File: src/rtl/fetch_unit_pkg.sv
// -----------------------------------------------------------------------------
// fetch_unit_pkg
//   Shared types and helpers for the instruction-fetch front end.
//   - fetch_state_t : fetch sequencer states (IDLE, REQ, WAIT, SQUASH)
//   - RMASK_ALL / RMASK_NONE : I-cache read-mask encodings
//   - pc_advance()  : sequential PC increment
//   The {pc,inst} queue entry type depends on INST_WIDTH, so it is declared
//   inside fetch_unit where that parameter is visible.
// -----------------------------------------------------------------------------
package fetch_unit_pkg;

    typedef enum logic [1:0] {
        IDLE   = 2'd0,
        REQ    = 2'd1,
        WAIT   = 2'd2,
        SQUASH = 2'd3
    } fetch_state_t;

    localparam logic [3:0] RMASK_ALL  = 4'hF;
    localparam logic [3:0] RMASK_NONE = 4'h0;

    function automatic logic [31:0] pc_advance(input logic [31:0] pc, input int step);
        return pc + 32'(step);
    endfunction

endpackage

File: src/rtl/fetch_fifo.sv
// -----------------------------------------------------------------------------
// fetch_fifo
//   Flushable circular buffer of fetched {pc,inst} entries.
//   Ports:
//     clk, rst        clock, synchronous active-high reset
//     flush           empty the queue on the next edge (wins over enq/deq)
//     enq, enq_data   write one entry at the tail
//     deq             pop the head (ignored when empty)
//     deq_data        head entry, combinational read of registered storage
//     count           occupied entries (0..DEPTH)
//     full, empty     occupancy flags
//   DEPTH must be a power of two so the pointers wrap naturally.
// -----------------------------------------------------------------------------
module fetch_fifo #(
    parameter int DEPTH = 64,
    parameter int WIDTH = 64
) (
    input  logic                       clk,
    input  logic                       rst,
    input  logic                       flush,
    input  logic                       enq,
    input  logic [WIDTH-1:0]           enq_data,
    input  logic                       deq,
    output logic [WIDTH-1:0]           deq_data,
    output logic [$clog2(DEPTH):0]     count,
    output logic                       full,
    output logic                       empty
);

    localparam int PTR_W = $clog2(DEPTH);
    localparam int CNT_W = PTR_W + 1;

    logic [WIDTH-1:0] mem_r [DEPTH];
    logic [PTR_W-1:0] head_r;
    logic [PTR_W-1:0] tail_r;
    logic [CNT_W-1:0] count_r;
    logic             enq_ok_s;
    logic             deq_ok_s;

    assign full     = (count_r == CNT_W'(DEPTH));
    assign empty    = (count_r == {CNT_W{1'b0}});
    assign count    = count_r;
    assign deq_data = mem_r[head_r];

    // A write into a full queue is only accepted when the head leaves the same cycle.
    assign enq_ok_s = enq & (~full | deq);
    assign deq_ok_s = deq & ~empty;

    // Entry storage: data only, no reset needed.
    always_ff @(posedge clk) begin
        if (enq_ok_s && !flush && !rst) begin
            mem_r[tail_r] <= enq_data;
        end
    end

    // Head/tail pointers and occupancy count.
    always_ff @(posedge clk) begin
        if (rst || flush) begin
            head_r  <= {PTR_W{1'b0}};
            tail_r  <= {PTR_W{1'b0}};
            count_r <= {CNT_W{1'b0}};
        end else begin
            if (enq_ok_s) begin
                tail_r <= tail_r + PTR_W'(1);
            end
            if (deq_ok_s) begin
                head_r <= head_r + PTR_W'(1);
            end
            case ({enq_ok_s, deq_ok_s})
                2'b10:   count_r <= count_r + CNT_W'(1);
                2'b01:   count_r <= count_r - CNT_W'(1);
                default: count_r <= count_r;
            endcase
        end
    end

endmodule

File: src/rtl/fetch_unit.sv
// -----------------------------------------------------------------------------
// fetch_unit
//   Instruction-fetch front end: owns the PC, issues one read at a time to a
//   blocking I-cache and buffers {pc,inst} pairs in fetch_fifo for dispatch.
//   Redirects flush the queue and restart at redirect_pc; a response belonging
//   to a request issued before the redirect is squashed. Requests are only
//   issued when the queue has room for every outstanding response.
//   Ports:
//     clk, rst                         clock, synchronous active-high reset
//     ufp_addr, ufp_rmask              I-cache request (rmask=F one cycle)
//     ufp_rdata, ufp_resp              I-cache response
//     redirect_valid, redirect_pc      flush and restart fetch
//     deq_ready, deq_valid,
//     deq_inst, deq_pc                 dispatch-side head of queue
//     iq_full, iq_count                queue occupancy
//     perf_fetch/perf_stall/perf_flush performance counters
//   Build option: define FETCH_PERF_EN to build the performance counters;
//   otherwise the perf_* ports are tied to zero.
// -----------------------------------------------------------------------------
module fetch_unit
    import fetch_unit_pkg::*;
#(
    parameter logic [31:0] RESET_PC   = 32'h1eceb000,
    parameter int          IQ_DEPTH   = 64,
    parameter int          INST_WIDTH = 32,
    parameter int          PC_STEP    = 4
) (
    input  logic                        clk,
    input  logic                        rst,
    output logic [31:0]                 ufp_addr,
    output logic [3:0]                  ufp_rmask,
    input  logic [INST_WIDTH-1:0]       ufp_rdata,
    input  logic                        ufp_resp,
    input  logic                        redirect_valid,
    input  logic [31:0]                 redirect_pc,
    input  logic                        deq_ready,
    output logic                        deq_valid,
    output logic [INST_WIDTH-1:0]       deq_inst,
    output logic [31:0]                 deq_pc,
    output logic                        iq_full,
    output logic [$clog2(IQ_DEPTH):0]   iq_count,
    output logic [31:0]                 perf_fetch,
    output logic [31:0]                 perf_stall,
    output logic [31:0]                 perf_flush
);

    localparam int CNT_W = $clog2(IQ_DEPTH) + 1;

    typedef struct packed {
        logic [31:0]           pc;
        logic [INST_WIDTH-1:0] inst;
    } fetch_entry_t;

    localparam int             ENTRY_W = $bits(fetch_entry_t);
    localparam logic [CNT_W:0] DEPTH_C = (CNT_W + 1)'(IQ_DEPTH);

    fetch_state_t     state_r;
    fetch_state_t     state_next_s;
    logic [31:0]      pc_r;
    logic [31:0]      pc_next_s;
    logic [3:0]       rmask_r;
    logic             enq_s;
    logic             flush_s;
    logic             empty_s;
    logic             full_s;
    logic [CNT_W-1:0] count_s;
    logic [CNT_W:0]   count_ext_s;
    logic             credit_idle_s;
    logic             credit_wait_s;
    fetch_entry_t     enq_entry_s;
    fetch_entry_t     head_entry_s;

    // Credit: occupied entries plus the outstanding request must stay within
    // the queue. In WAIT the responding request is the one in flight, so a new
    // request needs room for both it and the next response.
    assign count_ext_s   = {1'b0, count_s};
    assign credit_idle_s = (count_ext_s < DEPTH_C);
    assign credit_wait_s = ((count_ext_s + (CNT_W + 1)'(1)) < DEPTH_C);

    assign enq_entry_s.pc   = pc_r;
    assign enq_entry_s.inst = ufp_rdata;

    fetch_fifo #(
        .DEPTH (IQ_DEPTH),
        .WIDTH (ENTRY_W)
    ) u_fifo (
        .clk      (clk),
        .rst      (rst),
        .flush    (flush_s),
        .enq      (enq_s),
        .enq_data (enq_entry_s),
        .deq      (deq_ready),
        .deq_data (head_entry_s),
        .count    (count_s),
        .full     (full_s),
        .empty    (empty_s)
    );

    assign deq_valid = ~empty_s;
    assign deq_pc    = head_entry_s.pc;
    assign deq_inst  = head_entry_s.inst;
    assign iq_full   = full_s;
    assign iq_count  = count_s;
    assign ufp_addr  = pc_r;
    assign ufp_rmask = rmask_r;

    // Next-state, next-PC, enqueue and flush decisions.
    always_comb begin
        state_next_s = state_r;
        pc_next_s    = pc_r;
        enq_s        = 1'b0;
        flush_s      = 1'b0;
        if (redirect_valid) begin
            flush_s   = 1'b1;
            pc_next_s = redirect_pc;
            case (state_r)
                IDLE:    state_next_s = REQ;
                // The request issued this cycle is still owed a response.
                REQ:     state_next_s = SQUASH;
                // A response arriving with the redirect retires the request.
                WAIT: begin
                    if (ufp_resp) begin
                        state_next_s = REQ;
                    end else begin
                        state_next_s = SQUASH;
                    end
                end
                SQUASH: begin
                    if (ufp_resp) begin
                        state_next_s = REQ;
                    end else begin
                        state_next_s = SQUASH;
                    end
                end
                default: state_next_s = IDLE;
            endcase
        end else begin
            case (state_r)
                IDLE: begin
                    if (credit_idle_s) begin
                        state_next_s = REQ;
                    end else begin
                        state_next_s = IDLE;
                    end
                end
                REQ:     state_next_s = WAIT;
                WAIT: begin
                    if (ufp_resp) begin
                        enq_s     = 1'b1;
                        pc_next_s = pc_advance(pc_r, PC_STEP);
                        if (credit_wait_s) begin
                            state_next_s = REQ;
                        end else begin
                            state_next_s = IDLE;
                        end
                    end else begin
                        state_next_s = WAIT;
                    end
                end
                SQUASH: begin
                    if (ufp_resp) begin
                        if (credit_idle_s) begin
                            state_next_s = REQ;
                        end else begin
                            state_next_s = IDLE;
                        end
                    end else begin
                        state_next_s = SQUASH;
                    end
                end
                default: state_next_s = IDLE;
            endcase
        end
    end

    // State, PC and registered read-mask (high exactly during REQ).
    always_ff @(posedge clk) begin
        if (rst) begin
            state_r <= IDLE;
            pc_r    <= RESET_PC;
            rmask_r <= RMASK_NONE;
        end else begin
            state_r <= state_next_s;
            pc_r    <= pc_next_s;
            rmask_r <= (state_next_s == REQ) ? RMASK_ALL : RMASK_NONE;
        end
    end

`ifdef FETCH_PERF_EN
    logic [31:0] perf_fetch_r;
    logic [31:0] perf_stall_r;
    logic [31:0] perf_flush_r;

    // Wrapping event counters: enqueues, credit stalls, redirects.
    always_ff @(posedge clk) begin
        if (rst) begin
            perf_fetch_r <= 32'h0;
            perf_stall_r <= 32'h0;
            perf_flush_r <= 32'h0;
        end else begin
            if (enq_s) begin
                perf_fetch_r <= perf_fetch_r + 32'h1;
            end
            if ((state_r == IDLE) && !credit_idle_s) begin
                perf_stall_r <= perf_stall_r + 32'h1;
            end
            if (redirect_valid) begin
                perf_flush_r <= perf_flush_r + 32'h1;
            end
        end
    end

    assign perf_fetch = perf_fetch_r;
    assign perf_stall = perf_stall_r;
    assign perf_flush = perf_flush_r;
`else
    assign perf_fetch = 32'h0;
    assign perf_stall = 32'h0;
    assign perf_flush = 32'h0;
`endif

endmodule
File: config.mk
export PLATFORM = sky130hd
export DESIGN_NAME = fetch_unit
export DESIGN_NICKNAME = d
export VERILOG_FILES = /design/src/rtl/fetch_unit_pkg.sv /design/src/rtl/fetch_fifo.sv /design/src/rtl/fetch_unit.sv
export SDC_FILE = /design/constraint.sdc
export NUM_CORES = 2
export LEC_CHECK = 0
export CAP_MARGIN = 20
export CORE_UTILIZATION = 50
export CTS_CLUSTER_SIZE = 8
export DETAILED_ROUTE_END_ITERATION = 10
export GPL_ROUTABILITY_DRIVEN = 0
export MAX_ROUTING_LAYER = met4
export PLACE_DENSITY = 0.66
export SLEW_MARGIN = 10
export SYNTH_ARGS = -nofsm -noshare
export SYNTH_HDL_FRONTEND = slang
export SYNTH_SLANG_ARGS = --single-unit
File: constraint.sdc
create_clock -name clk -period 25.9 [get_ports clk]
set_input_delay 3.885 -clock clk [delete_from_list [all_inputs] [get_ports clk]]
set_output_delay 3.885 -clock clk [all_outputs]
set_load 0.005 [all_outputs]
==> metrics.md <==
| Metric | Value |
|---|---|
| Register share of total power | 0.511 |
| Async set-reset flop share out of synthesis | 0 |
| Synthesized area per cell | between 20 and 25 µm² |
| Post-synthesis adder-cell area fraction | 0.000836 |
| Final setup TNS | 0 ns |
| Fmax | ~90 MHz |
| TritonCTS clock tree | built |
| Primary FF master, synth | edfxtp_1 |
| Routed Antenna Nets | 0 |
| CTS Buf Count | 590 |
| Post-synth top area share | 0.776 |
| Die Y | about 570 µm |
| Most common cell after layout, fill and taps aside | edfxtp_1 |
| Sequential area share after synthesis | 0.783 |
| Internal power consumption | 11.6 mW |
| Hold_buf cts | 0 |
| Clk Latency, worst-skew pair | roughly 1.1 ns |
| Startpoint Class | register |
| Final period util | 0.431 |
| WL per Instance | around 39 µm |
| Nature of the critical path endpoint | output pin |
| Synthesized flop and latch total | roughly 4200 |
| Synth warn | 0 |
| Final Instance Area | about 180000 µm² |
| Hpwl dp | about 240000 µm |
| Post-synth EDFFs | 4096 |
| Fraction of layout cells with a size suffix above 1 | 0.274 |
| First drt pass iteration count | 8 |
| Power Dens Cells | around 80 nW/µm² |
| Buffers added on ports | 177 |
| Pin count of the biggest net entering global routing | roughly 130 |
| Switching Fraction | 0.204 |
| Min-delay worst type | register to register |
| All-Layer GR Usage | 0.300 |
| Sw power | between 2 and 3 mW |
| Cell count after synthesis | slightly below 7000 |
| Power Total | between 10 and 15 mW |
| Initial Util | 0.503 |
| Slew @ Worst Pin | ~1.3 ns |
| Clock power share | 0.476 |
| Max_cap viols | 0 |
| CTS Sinks | between 4000 and 5000 |
| Commonest non-fill, non-tap cells in the layout | 4096 x edfxtp_1, 1024 x mux4_2, 593 x clkbuf_16 |
| DR iter-0 viols | approximately 13000 |
| Die width | ~570 µm |
| Core ar. | around 320000 µm² |
| Post-synthesis mux area share | 0.155 |
| Endpoints failing setup | 0 |
| Synth Area in Simple Gates | 0.0110 |
| Yosys cell types | 65 |
| Main combinational cell family by area after synthesis | multiplexers |
| Leakage | ~56 nW |
| Cell at the root of the clock tree | clkbuf_16 |
| Final slew viol count | 0 |
| Fin crit period | between 10 and 15 ns |
| RSZ-0062 raised after global routing | no |
| Area after DPL | ~170000 µm² |
| Clock Pin Slew Worst Setup and Hold Paths | 0.05 ns |
| Row count | 206 |
| NumNets Final | between 7000 and 8000 |
| H-Tree Depth | 6 |
| Area leader, netlist | edfxtp_1 |
| Rel. slew slack | 0.124 |
| Synth top area cells | edfxtp_1 78%, mux4_2 15%, mux2i_1 0.97%, dfxtp_1 0.76%, a221oi_1 0.70% |
| Non-Filler Instances | ~12000 |
| Area growth syn-to-layout | 14.9% |
| Logic pwr share | 0.012 |
| Worst vdd ir | 0.0000663 V |
| Drt total wl | about 460000 µm |
| Worst path arrival time | ~7.3 ns |
| Resize count post-CTS | 0 |
| Compound-cell area share of the yosys netlist | 0.0312 |
| Mapped Area | 159000 µm² |
| DRC Markers | 0 |
| Via count | between 80000 and 90000 |
| CTS Buffer Depth | 4 |
| Worst clock skew | about 0.097 ns |
| First-pass GRT wire length | 638000 µm |
| XOR/XNOR share of the synthesized area | 0.00166 |
| GRT overflow | 0 |
| Status | complete, no violations |
| Final hold vios | 0 |
| CP Class | register to output pin |
| Vias per cell | 6.89 |
| Die area | approximately 320000 µm² |
| Vias in the first global route | roughly 80000 |
| Initial antenna violation count | 29 |
| Min Hold Slack | around 0.46 ns |
| Post-CTS Setup Bufs | 0 |
| Number of placed cells counting well taps | around 11000 |
| Worst EP required | 22.01 ns |
| Ports | 274 |
| CP Max Fanout | 46 |
-- cell usage after synthesis (all sizes together) (8+ instances only) --
cell	instances
clkbuf	200
a21oi	197
o22ai	74
dfxtp	60
buf	295
a221oi	126
o211a	28
nand4	15
xor2	17
nand2	31
inv	8
a22o	72
mux2i	153
edfxtp	4096
nor4b	8
xnor2	13
nand3b	12
nor2	151
or3	8
a211oi	21
mux4	1024
o21ai	65
and3	10
nor2b	14
nor3	25
ha	9
o221ai	90
nand3	22
-- final timing paths --
check | slack, ns | cells past startpoint | startpoint | end
setup / recovery | 14.74 | 9 | register | deq_inst[22]
hold / removal | 0.46 | 0 | ufp_addr[18]$_SDFFE_PP1P_ | u_fifo.mem_r[2][50]$_DFFE_PP_
setup reg to reg | 20.65 | 7 | state_r[1]$_SDFF_PP0_ | u_fifo.mem_r[62][25]$_DFFE_PP_
hold reg to reg | 0.46 | 0 | ufp_addr[18]$_SDFFE_PP1P_ | u_fifo.mem_r[2][50]$_DFFE_PP_
-- layer usage --
metal,global-route usage,part of all wire,vias up
met5,-,0,-
met4,0.100,0.038,0
met3,0.0640,0.12,976
met2,0.460,0.48,5857
met1,0.403,0.37,44075
li1,-,-,30637
-- worst max-delay path, cell delays in order, from the launching register on --
cell and delay, ns:
dfxtp_4 0.91, buf_4 0.87, buf_4 0.73, buf_4 0.87
buf_4 0.84, mux4_2 0.60, a221oi_1 0.31, o21ai_1 0.14
and3_1 0.32, clkdlybuf4s50_1 0.48
-- registers in the layout, indices dropped and copies added (netlist names), named ones only --
name           cells
u_fifo.count       7
u_fifo.head_r      6
u_fifo.tail_r      6
ufp_addr          32
ufp_rmask          1
u_fifo.mem_r    4096
state_r            2
-- power groups by stage --
| stage | combinational (mW) | sequential (mW) | clock [mW] |
|---|---|---|---|
| 2_1_floorplan | 0.0420 | 7.59 | 0 |
| 3_3_place_gp | 0.162 | 7.56 | 0 |
| 3_5_place_dp | 0.173 | 7.56 | 0 |
| 4_1_cts | 0.172 | 7.44 | 6.98 |
| 5_1_grt | 0.191 | 7.43 | 7.26 |
| 6_report | 0.179 | 7.44 | 6.93 |
-- final cells by class --
type / instances / area (µm²)
Fill cell: 22191 / 133000
Inverter: 8 / 30.0
Timing Repair Buffer: 430 / 3700
Tap cell: 4160 / 5200
Antenna cell: 17 / 42.5
Multi-Input combinational cell: 2346 / 32600
Clock buffer: 656 / 15100
Sequential cell: 4156 / 124000
Clock inverter: 60 / 1320
-- stage by stage --
stage	setup slack (ns)	utilization
6_report	14.74	0.578
5_1_grt	14.11	0.578
4_1_cts	14.49	0.578
3_5_place_dp	15.58	0.526
3_3_place_gp	15.61	0.525
2_1_floorplan	14.05	-
-- cell families after synthesis --
kind of cell	count (synthesis)
buf+inv	503
flops	4156
xor+xnor	30
mux	1178
compound gates	697
fa+ha+maj	10
other cells	1
simple gates	335
Note: power is estimated with default switching activity, not from simulation.
